## src/rtl/ll_cred_pkg.sv

```systemverilog
// ll_cred_pkg: widths and helpers shared by the logic-link credit blocks.
//   LL_CRED_RET_W - width of the per-cycle credit-return vector
//   LL_CRED_CNT_W - width of credit counters
//   cred_therm()  - count (0..4) -> thermometer code, one set bit per credit
package ll_cred_pkg;

  localparam int LL_CRED_RET_W = 4;
  localparam int LL_CRED_CNT_W = 8;

  typedef logic [LL_CRED_CNT_W-1:0] cred_cnt_t;
  typedef logic [LL_CRED_RET_W-1:0] cred_ret_t;

  function automatic cred_ret_t cred_therm(input logic [2:0] n);
    cred_ret_t t;
    t = '0;
    for (int k = 0; k < LL_CRED_RET_W; k++) t[k] = (int'(n) > k);
    return t;
  endfunction

endpackage

```

## src/rtl/ll_rx_cred.sv

```systemverilog
// ll_rx_cred: receive-side credit block of the logic link.
// Turns received push-bit words into RX FIFO pushes, counts RX FIFO pops and
// hands them back to the far-end transmitter as credits, and advertises the
// initial credit (FIFO_DEPTH) each time the link comes online.
//
// Ports
//   clk_wr, rst_wr_n    clock, asynchronous active-low reset
//   rx_online           link online; low clears all state except dbg_cred_err
//   rx_i_pushbit        received word valid
//   rxfifo_i_push       RX FIFO write strobe (combinational)
//   rxfifo_i_full       RX FIFO full
//   rxfifo_i_pop        RX FIFO read strobe
//   init_i_credit[7:0]  initial credit advertised to the far end
//   tx_i_credit[3:0]    credit-return vector, each set bit = one credit
//   dbg_pending_credit  credits popped but not yet returned
//   dbg_cred_err        sticky credit violation
//
// Parameters
//   ASYMMETRIC_CREDIT   1: return up to 4 credits/cycle; 0: 1 credit/cycle on bit 0
//   FIFO_DEPTH          RX FIFO depth, advertised as the initial credit
//
// Build option
//   LL_RX_CRED_CHECK_EN  adds the outstanding-credit checker; blocks pushes while
//                        full and drives dbg_cred_err. Without it dbg_cred_err = 0.
module ll_rx_cred
  import ll_cred_pkg::*;
#(
  parameter logic       ASYMMETRIC_CREDIT = 1'b1,
  parameter logic [7:0] FIFO_DEPTH        = 8'd16
) (
  input  logic       clk_wr,
  input  logic       rst_wr_n,
  input  logic       rx_online,
  input  logic       rx_i_pushbit,
  output logic       rxfifo_i_push,
  input  logic       rxfifo_i_full,
  input  logic       rxfifo_i_pop,
  output logic [7:0] init_i_credit,
  output logic [3:0] tx_i_credit,
  output logic [7:0] dbg_pending_credit,
  output logic       dbg_cred_err
);

  logic       rx_online_dly;
  logic       online_rise;
  logic       pop_q;
  cred_cnt_t  pend;
  logic [2:0] ret_n;

  assign online_rise = rx_online & ~rx_online_dly;
  assign pop_q       = rxfifo_i_pop & rx_online;

  // Return amount comes from the pending count before this cycle's pop, so a
  // pop is never returned in the cycle it arrives.
  always_comb begin
    ret_n = '0;
    if (ASYMMETRIC_CREDIT) ret_n = (pend > 8'd4) ? 3'd4 : pend[2:0];
    else                   ret_n = {2'b00, pend != '0};
  end

  // Going offline discards pending credits outright; the next online edge
  // re-advertises the full depth, so nothing partial may leak out.
  always_ff @(posedge clk_wr or negedge rst_wr_n) begin
    if (!rst_wr_n) begin
      rx_online_dly <= 1'b0;
      pend          <= '0;
      init_i_credit <= '0;
      tx_i_credit   <= '0;
    end else if (!rx_online) begin
      rx_online_dly <= 1'b0;
      pend          <= '0;
      init_i_credit <= '0;
      tx_i_credit   <= '0;
    end else begin
      rx_online_dly <= 1'b1;
      pend          <= pend + {7'd0, pop_q} - {5'd0, ret_n};
      tx_i_credit   <= cred_therm(ret_n);
      if (online_rise) init_i_credit <= FIFO_DEPTH;
    end
  end

  assign dbg_pending_credit = pend;

`ifdef LL_RX_CRED_CHECK_EN
  // Outstanding = credits the far end holds. A received word spends one
  // whether or not the FIFO accepts it, so the word itself (not the gated
  // push) is what decrements it; the decrement saturates so one violation
  // does not wrap the count.
  cred_cnt_t outst;
  logic      word_seen;
  logic      cred_err;

  assign word_seen     = rx_i_pushbit & rx_online;
  assign rxfifo_i_push = word_seen & ~rxfifo_i_full;

  always_ff @(posedge clk_wr or negedge rst_wr_n) begin
    if (!rst_wr_n) begin
      outst    <= '0;
      cred_err <= 1'b0;
    end else begin
      // Sticky across rx_online; only reset clears it.
      if (word_seen && ((outst == '0) || rxfifo_i_full)) cred_err <= 1'b1;
      if (!rx_online)       outst <= '0;
      else if (online_rise) outst <= FIFO_DEPTH;
      else                  outst <= outst - {7'd0, (word_seen && (outst != '0))}
                                           + {5'd0, ret_n};
    end
  end

  assign dbg_cred_err = cred_err;
`else
  logic unused_full;

  assign unused_full   = rxfifo_i_full;
  assign rxfifo_i_push = rx_i_pushbit & rx_online;
  assign dbg_cred_err  = 1'b0;
`endif

endmodule

```

## config.mk

```make
export PLATFORM = sky130hd
export DESIGN_NAME = ll_rx_cred
export DESIGN_NICKNAME = d
export VERILOG_FILES = /design/src/rtl/ll_cred_pkg.sv /design/src/rtl/ll_rx_cred.sv
export SDC_FILE = /design/constraint.sdc
export NUM_CORES = 1
export LEC_CHECK = 0
export CORE_AREA = 2 2 60 76
export DETAILED_ROUTE_END_ITERATION = 10
export DIE_AREA = 0 0 62 78
export GPL_ROUTABILITY_DRIVEN = 0
export PLACE_DENSITY = 0.51
export SYNTH_ARGS = -nofsm -noshare
export SYNTH_HDL_FRONTEND = slang
export SYNTH_SLANG_ARGS = --single-unit
```

## constraint.sdc

```tcl
create_clock -name clk_wr -period 3 [get_ports clk_wr]
set_input_delay 0.45 -clock clk_wr [delete_from_list [all_inputs] [get_ports clk_wr]]
set_output_delay 0.45 -clock clk_wr [all_outputs]
set_load 0.02 [all_outputs]
```

==> summary.txt, run 1 <==
Logic synthesis
  • Synth Area in Adders: 0.1587
  • Mux cell area share after synthesis: 0.01008
  • Top_reg_cell synth: dfrtp_1
  • Post-synth EDFFs: 0
  • Synth cell types: 34
  • Synth warn: 0
  • Avg Synthesized Cell Area: 9.285 sq um
  • Post-Syn Area: 993.5 sq um
  • Ys async rst share: 1.000
  • Seq/Total Area, Yosys: 0.3526
  • Post-synthesis simple-gate area fraction: 0.1650
  • Syn Inst Count: 107
  • Compound-Gate Fraction of Synth Area: 0.1688
  • Yosys reg bits: 14
  • Largest family of logic cells by synthesized area: compound AO/OA/AOI/OAI gates
  • Xor/xnor share of the synthesized area: 0.008816

STA
  • Setup tns final: 0 ps
  • Worst Max-Slew Pin Slew: 647.3 ps
  • Fmax: 356.9 MHz
  • Fin crit period: 2802 ps
  • # setup viols final: 0
  • Fin. Hold Viols: 0
  • Worst Clk Skew: 4.870 ps
  • Slew headroom: 0.5671
  • Hold Slack: 408.5 ps
  • Slew Viols, Final: 0
  • Period utilization: 0.9339

Pwr
  • Combinational power share: 0.694
  • Flop pwr share: 0.201
  • P_int: 817.3 uW
  • Leak: 0.6136 nW
  • Total power: 1.427 mW
  • Clk pwr share: 0.105
  • Max VDD drop: 423.3 uV
  • Pwr per Cell Area: 1075 nW/um^2
  • Sw frac: 0.4271
  • P_sw: 609.2 uW

GRT
  • Initial antenna violation count: 0
  • First-pass GRT wire length: 3.663 mm
  • Largest net degree at the start of global routing: 15
  • Total track usage: 0.1017
  • Vias in the first global route: 819
  • Grt ovf: 0

Clock network
  • Bufs on Longest Clock Path: 2
  • Cts bufs inserted: 3
  • Sink Count: 14
  • H-tree depth: 1
  • Clk slew on worst S/H paths: 60 ps
  • Latest clock arrival within the worst-skew pair: 240 ps
  • CTS root buffer: clkbuf_8
  • TritonCTS clock tree: done

Worst setup path
  • Reg2Reg Depth: 14
  • Worst R2R Start: dbg_pending_credit[4]
  • CP startpoint kind: flip-flop
  • Crit Reg-Reg Endpoint: dbg_pending_credit[6]
  • FF-to-FF setup slack: 200 ps
  • Setup crit end kind: flip-flop
  • Max Fanout on Critical Path: 3
  • CP arrival: 2930 ps
  • Crit Path Category: reg2reg
  • Crit path to: dbg_pending_credit[6]
  • Max stage delay on crit path: 410 ps
  • CP required: 3120 ps
  • Slowest CP cell: fa_2
  • CP Cell Sequence: inv_1 > ha_2 > nand4bb_1 > a21oi_1 > o21ai_2 > nor2_1 > ha_1 > inv_1 > ha_1 > fa_2 > a21oi_4 > a2bb2oi_2 > nor4_1 > a211o_1
  • Critical Path Source: dbg_pending_credit[4]

Placement
  • Hpwl dp: 1.736 mm
  • Placed Cells: 187
  • Port Buffers: 18

Detailed routing
  • Post-route antenna net violation count: 0
  • DRT Pass-1 Iters: 4
  • Remaining DRCs: 0
  • Via/cell ratio: 4.215
  • Number of DRC violations after detailed-routing iteration 0: 11
  • Total wire length: 2.202 mm
  • WL/cell: 11.53 microns
  • Total number of vias: 805

Run
  • Max-cap violations: 0

Floorplanning
  • Core area: 4066 sq um
  • Num rows: 26
  • Boundary Pins: 28
  • Die Y: 78 microns
  • Die footprint: 4836 sq um
  • Initial Util: 0.2443
  • Die W: 62 microns

Min path
  • Worst hold path depth: 1
  • Worst Hold Class: reg2reg
  • Worst Hold Launch: rx_online_dly

Cells and area
  • Area grow syn2layout: 33.63%
  • Layout cells sized above 1: 0.1481
  • Nets: 155
  • Non-Filler Instances: 191
  • Number of diodes: 0

Run status
  • Status: completed
-- power groups by stage --
stage               clock network, mW  logic [mW]  registers (mW)
global route                    0.168        1.10           0.293
floorplan                           0       0.567           0.369
CTS                             0.156       0.949           0.287
global placement                    0       0.909           0.288
detailed placement                  0       0.936           0.290
finish                          0.150       0.990           0.286
-- synth_stat cells, types with 2 or more instances --
library cell   n  share of area
nand4_1        2          0.013
nand2_1        4          0.015
a21oi_1        5          0.025
nand2b_1       3          0.019
a211oi_1       3          0.023
nor4_1         3          0.019
buf_4         10          0.076
nor2_1         9          0.034
and2_1         5          0.031
inv_1         14          0.053
dfrtp_1       14           0.35
ha_1          11           0.14
a211o_1        3          0.026
-- sequential cells by signal, summed over array words and instances, names as in the netlist --
name / count
init_i_credit: 1
rx_online_dly: 1
tx_i_credit: 4
dbg_pending_credit: 8
-- metal layers --
layer / track usage / up-vias / wire, microns
met5: 0 / - / 0
met4: 0.05106 / 0 / 65
met3: 0.01500 / 6 / 51
met2: 0.1583 / 17 / 1110
met1: 0.1315 / 374 / 974
li1: - / 408 / -
-- per-stage QoR --
step	instance area, sq um	worst slack [ps]	util
floorplan	1023	92.59	-
global placement	1259	69.49	0.3095
detailed placement	1259	12.73	0.3095
CTS	1304	56.23	0.3206
global route	1328	-7.194	0.3265
finish	1328	198.4	0.3265
-- repair_timing --
action	CTS	global route
hold endpoints to repair	0	0
setup endpoints to repair	1	2
hold buffers	0	0
setup buffers	0	1
resized for setup	1	4
pin swaps	0	4
-- area by class of cell --
type	instances	area [sq um]
fill	437	2739
multi-input combinational	76	561.8
timing repair buffer	27	247.7
inverter	15	56.30
clock buffer	3	41.29
sequential	14	350.3
tap	56	70.07
-- worst min path at each step --
| stage | end |
|---|---|
| floorplan | dbg_pending_credit[0] |
| global placement | init_i_credit[4] |
| detailed placement | init_i_credit[4] |
| CTS | init_i_credit[4] |
| global route | init_i_credit[4] |
| finish | init_i_credit[4] |
-- kinds of logic after synthesis --
kind of cell    Yosys count
fa+ha+maj                12
simple gates             31
compound gates           22
xor+xnor                  1
other cells               1
buf+inv                  25
mux                       1
flops                    14
-- worst max-delay path, delay by kind of cell (launching register included) --
family | cells | cell delay [ps]
buffers and inverters | 2 | 120
and+or+nand+nor | 3 | 230
adders and majority gates | 4 | 1100
AOI/OAI and AO/OA | 5 | 890
DFF | 1 | 350
-- cell usage in the layout (no fill, tap or decap), drive strengths merged, types with 4 or more instances in the layout --
cell type | Yosys | layout
buf | 10 | 9
inv | 15 | 15
clkdlybuf4s50 | 0 | 18
nor2 | 9 | 9
dfrtp | 14 | 14
a21oi | 6 | 6
nand2 | 4 | 4
conb | 1 | 9
and2 | 5 | 5
ha | 11 | 11
No activity file was read; power rests on OpenSTA's default activity.
==> run 2: changes to the inputs <==
Settings changed: CELL_PAD_IN_SITES_DETAIL_PLACEMENT set to 1, CELL_PAD_IN_SITES_GLOBAL_PLACEMENT set to 1, PLACE_DENSITY 0.51 to 0.63, REMOVE_ABC_BUFFERS set to 1.
==> summary.txt, run 2 (same netlist as run 1, synthesis figures left out) <==
Run
  • Max-cap violations: 0

Pwr
  • Max VDD drop: 292.2 uV
  • Total power: 1.445 mW
  • Pwr per Cell Area: 1097 nW/um^2
  • Leak: 0.6099 nW

Floorplanning
  • Num rows: 26
  • Die W: 62 microns
  • Die Y: 78 microns
  • Initial Util: 0.2443
  • Core area: 4066 sq um
  • Boundary Pins: 28
  • Die footprint: 4836 sq um

Clock network
  • Sink Count: 14
  • Clk slew on worst S/H paths: 60 ps
  • Bufs on Longest Clock Path: 2
  • H-tree depth: 1
  • Latest clock arrival within the worst-skew pair: 240 ps
  • CTS root buffer: clkbuf_8
  • Hold buffer count at cts: 0
  • Cts bufs inserted: 3
  • TritonCTS clock tree: done

Cells and area
  • Nets: 153
  • Non-Filler Instances: 190
  • Number of diodes: 0
  • Layout cells sized above 1: 0.1343
  • Most frequent cells in the layout: clkdlybuf4s50_1, inv_1, dfrtp_1
  • Final cell area excluding filler cells: 1316 sq um
  • Area grow syn2layout: 32.49%
  • Most common cell after layout, fill and taps aside: clkdlybuf4s50_1
  • Final core utilization: 0.3237
  • Max reg flops: 8
  • Filler cell count: 478

STA
  • Worst Max-Slew Pin Slew: 636.7 ps
  • Slew Viols, Final: 0
  • Fmax: 354.8 MHz
  • # setup viols final: 0
  • Period utilization: 0.9394
  • Fin crit period: 2818 ps
  • RSZ-0062 raised after global routing: false
  • Fin. Hold Viols: 0
  • Worst Clk Skew: 2.670 ps
  • Slew headroom: 0.5742
  • Setup tns final: 0 ps

GRT
  • First-pass GRT wire length: 3.705 mm
  • Vias in the first global route: 863
  • Grt ovf: 0
  • Total track usage: 0.1001
  • Initial antenna violation count: 0
  • Largest net degree at the start of global routing: 15

Worst setup path
  • CP arrival: 2950 ps
  • Setup crit end kind: flip-flop
  • Max Fanout on Critical Path: 3
  • Crit Path Category: reg2reg
  • Most frequent cell on the critical path: ha_1
  • Max stage delay on crit path: 380 ps
  • CP Cell Sequence: inv_1 > ha_1 > nand4bb_1 > a21oi_1 > o21ai_2 > nor2_1 > ha_1 > inv_1 > ha_1 > fa_2 > a21oi_2 > a2bb2oi_2 > nor4_1 > a211o_1
  • CP required: 3130 ps
  • Slowest CP cell: dfrtp_1
  • CP startpoint kind: flip-flop

Detailed routing
  • Post-route antenna net violation count: 0
  • Total number of vias: 831
  • Remaining DRCs: 0
  • Via/cell ratio: 4.374
  • Total wire length: 2.171 mm
  • WL/cell: 11.43 microns
  • DRT Pass-1 Iters: 4
  • Number of DRC violations after detailed-routing iteration 0: 16

Placement
  • Placement-stage cell area: 1244 sq um
  • Port Buffers: 18
  • Placed Cells: 185
  • Hpwl dp: 1.814 mm

Min path
  • Worst Hold Class: reg2reg

Run status
  • Status: completed
-- run 2: cell types whose count changed in the layout (fill, tap and decap cells not counted), sizes merged --
cell    before  now
clkbuf       3    4
buf          9    7
-- run 2: metal layers --
metal | wire length (microns) | GRT usage | vias to the layer above
li1 | - | - | 405
met1 | 857 | 0.1131 | 401
met2 | 1210 | 0.1781 | 19
met3 | 52 | 0.005000 | 6
met4 | 51 | 0.05106 | 0
met5 | 0 | 0 | -
-- run 2: timing repair --
item / in CTS / in global routing
setup endpoints to repair: 0 / 4
setup buffers: 0 / 1
resized for setup: 0 / 3
endpoints found under the hold margin: 0 / 0
-- run 2: area by class of cell --
type,count,area [sq um],area share
Multi-Input combinational cell,76,551.8,0.4192
Inverter,15,56.30,0.04278
Sequential cell,14,350.3,0.2662
Timing Repair Buffer,25,232.7,0.1768
Clock buffer,4,55.05,0.04183
Tap cell,56,70.07,0.05323
-- run 2: final timing paths --
path | startpoint | end | slack [ps] | depth (start not counted)
min reg2reg | rx_online_dly | init_i_credit[4] | 410 | 1
min in group asynchronous | rst_wr_n | tx_i_credit[0] | 600 | 1
max reg2reg | dbg_pending_credit[4] | dbg_pending_credit[6] | 180 | 14
max | dbg_pending_credit[4] | dbg_pending_credit[6] | 180 | 14
max in group asynchronous | rst_wr_n | dbg_pending_credit[6] | 1990 | 1
min | rx_online_dly | init_i_credit[4] | 410 | 1
-- run 2: worst max-delay path, delay by kind of cell, from the launching register on --
kind / cells / cell delay, ps
fa+ha+maj: 4 / 1070
compound gates: 5 / 890
flops: 1 / 380
simple gates: 3 / 240
buf+inv: 2 / 130
-- run 2: report_power, final --
group	switching (mW)	internal [mW]
registers	0.0433	0.252
clock network	0.0666	0.116
logic	0.499	0.467
total	0.609	0.835
-- run 2: through the flow --
step	hold slack [ps]	worst slack (ps)
CTS	417.2	0.6719
global placement	401.7	68.22
detailed placement	409.3	21.42
floorplan	154.4	89.91
finish	410.7	181.9
global route	433.1	3.950
==> run 3: changes to the inputs <==
Settings changed: ABC_AREA set to 1, ABC_CLOCK_PERIOD_IN_PS set to 3000, PLACE_DENSITY 0.63 to 0.65, TNS_END_PERCENT set to 50.
==> summary.txt, run 3 <==
Logic synthesis
  • Syn Inst Count: 127
  • Synth warn: 0
  • Post-synth top cells: inv_1, nand2_1, dfrtp_1
  • Yosys reg bits: 14
  • Mux cell area share after synthesis: 0
  • Top_reg_cell synth: dfrtp_1
  • Area contributors post-synth: dfrtp_1, ha_1, inv_1
  • Xor/xnor share of the synthesized area: 0.008805
  • Seq/Total Area, Yosys: 0.3522
  • Post-synthesis simple-gate area fraction: 0.2151
  • Compound-Gate Fraction of Synth Area: 0.08428
  • Yosys top cell area share: 0.3522
  • Post-Syn Area: 994.7 sq um
  • Ys async rst share: 1.000
  • Synth Area in Adders: 0.1585
  • Synth cell types: 25
  • Post-synth EDFFs: 0
  • Most area-hungry cell type in the Yosys netlist: dfrtp_1
  • Avg Synthesized Cell Area: 7.832 sq um
  • Most common cell in the netlist: inv_1
  • Largest family of logic cells by synthesized area: simple AND/OR/NAND/NOR gates

GRT
  • First-pass GRT wire length: 3.677 mm
  • Largest net degree at the start of global routing: 15
  • Grt ovf: 0
  • Initial antenna violation count: 0
  • Total track usage: 0.1006
  • Vias in the first global route: 859

STA
  • Fin. Hold Viols: 0
  • Period utilization: 0.8488
  • Setup tns final: 0 ps
  • RSZ-0062 raised after global routing: false
  • Slew Viols, Final: 0
  • Worst Clk Skew: 0.9071 ps
  • # setup viols final: 0
  • Fmax: 392.7 MHz
  • Worst Max-Slew Pin Slew: 650.9 ps
  • Slew headroom: 0.5647
  • Fin crit period: 2547 ps

Worst setup path
  • CP startpoint kind: flip-flop
  • CP arrival: 2720 ps
  • Crit Path Category: reg2reg
  • CP required: 3170 ps
  • Max Fanout on Critical Path: 4
  • Setup crit end kind: flip-flop
  • Reg2Reg Depth: 14
  • Critical Path Source: dbg_pending_credit[4]
  • Worst R2R Start: dbg_pending_credit[4]

Detailed routing
  • Post-route antenna net violation count: 0
  • Total number of vias: 827
  • Via/cell ratio: 4.054
  • WL/cell: 10.97 microns
  • Remaining DRCs: 0
  • Number of DRC violations after detailed-routing iteration 0: 25
  • DRT Pass-1 Iters: 3
  • Total wire length: 2.238 mm

Cells and area
  • Register area: 350.3 sq um
  • Most frequent cells in the layout: inv_1, nand2_1, clkdlybuf4s50_1
  • Area of the multi-input gates: 498.0 sq um
  • Area grow syn2layout: 25.91%
  • Nets: 168
  • Final core utilization: 0.3080
  • Filler cell count: 501
  • Number of diodes: 0
  • Max reg flops: 8
  • Most common cell after layout, fill and taps aside: inv_1
  • Layout cells sized above 1: 0.08108

Run
  • Max-cap violations: 0

Pwr
  • Leak: 0.6445 nW
  • Pwr per Cell Area: 1064 nW/um^2
  • Max VDD drop: 195.5 uV

Placement
  • Hpwl dp: 1.933 mm
  • Port Buffers: 18

Clock network
  • Postcts setup bufs: 0
  • Cts bufs inserted: 3
  • Hold buffer count at cts: 0
  • Clk slew on worst S/H paths: 60 ps
  • TritonCTS clock tree: done
  • Bufs on Longest Clock Path: 2
  • Sink Count: 14
  • Post-CTS Resized: 0
  • H-tree depth: 1
  • Latest clock arrival within the worst-skew pair: 240 ps
  • CTS root buffer: clkbuf_8

Floorplanning
  • Core area: 4066 sq um
  • Initial Util: 0.2446
  • Boundary Pins: 28
  • Die Y: 78 microns
  • Num rows: 26
  • Die footprint: 4836 sq um
  • Die W: 62 microns

Min path
  • Worst Hold Launch: rx_online_dly
  • Worst hold path depth: 1
  • Worst Hold Class: reg2reg

Run status
  • Status: completed
## run 3: layout make-up
class                           instances  area share
Multi-Input combinational cell         84      0.3976
Sequential cell                        14      0.2797
Timing Repair Buffer                   19      0.1499
Inverter                               28     0.08392
Tap cell                               56     0.05594
Clock buffer                            3     0.03297
## run 3: path summary, 6_finish.rpt
path,slack [ps],endpoint
max,450,dbg_pending_credit[4]
min in group asynchronous,610,tx_i_credit[2]
max reg2reg,450,dbg_pending_credit[4]
min,420,init_i_credit[4]
max in group asynchronous,1980,dbg_pending_credit[7]
min reg2reg,420,init_i_credit[4]
## run 3: kinds of logic (layout without fill, tap and decap cells)
logic type,Yosys count,in the layout
AOI/OAI and AO/OA,15,15
xor gates and xnor gates,1,1
adders and majority gates,12,12
buffers and inverters,37,50
DFF,14,14
other,1,9
and+or+nand+nor,47,47
## run 3: critical path: stages, from the launching register on
cell and delay, ps:
dfrtp_1 400, inv_1 110, ha_1 150, nand2_1 100
o21ai_1 150, nand2_1 80, inv_1 70, nor2_1 40
ha_1 270, inv_1 40, ha_1 200, fa_1 440
a21oi_1 220, o21ai_1 80, a21oi_1 120
## run 3: metal layers
| layer | global-route usage | wire (microns) | share of wire | up-vias |
|---|---|---|---|---|
| li1 | - | - | - | 417 |
| met1 | 0.1078 | 868 | 0.39 | 390 |
| met2 | 0.1854 | 1257 | 0.56 | 15 |
| met3 | 0.005000 | 59 | 0.026 | 5 |
| met4 | 0.05106 | 53 | 0.024 | 0 |
| met5 | 0 | 0 | 0 | - |
## run 3: power by group
group / switching (mW) / internal (mW) / leakage [nW]
sequential: 0.0398 / 0.254 / 0.176
combinational: 0.527 / 0.357 / 0.447
clock: 0.0650 / 0.0889 / 0.0216
total: 0.632 / 0.700 / 0.645
## run 3: through the flow
step           hold WS (ps)  worst slack [ps]  std cells  instance area [sq um]  total power [mW]
3_5_place_dp          419.4             435.7        201                   1211             1.193
2_1_floorplan         154.4             580.8        126                  953.4            0.9109
3_3_place_gp          405.8             482.6        201                   1211             1.152
6_report              422.8             453.5        204                   1252             1.332
5_1_grt               433.3             238.6        204                   1252             1.466
4_1_cts               427.2             414.1        204                   1252             1.350
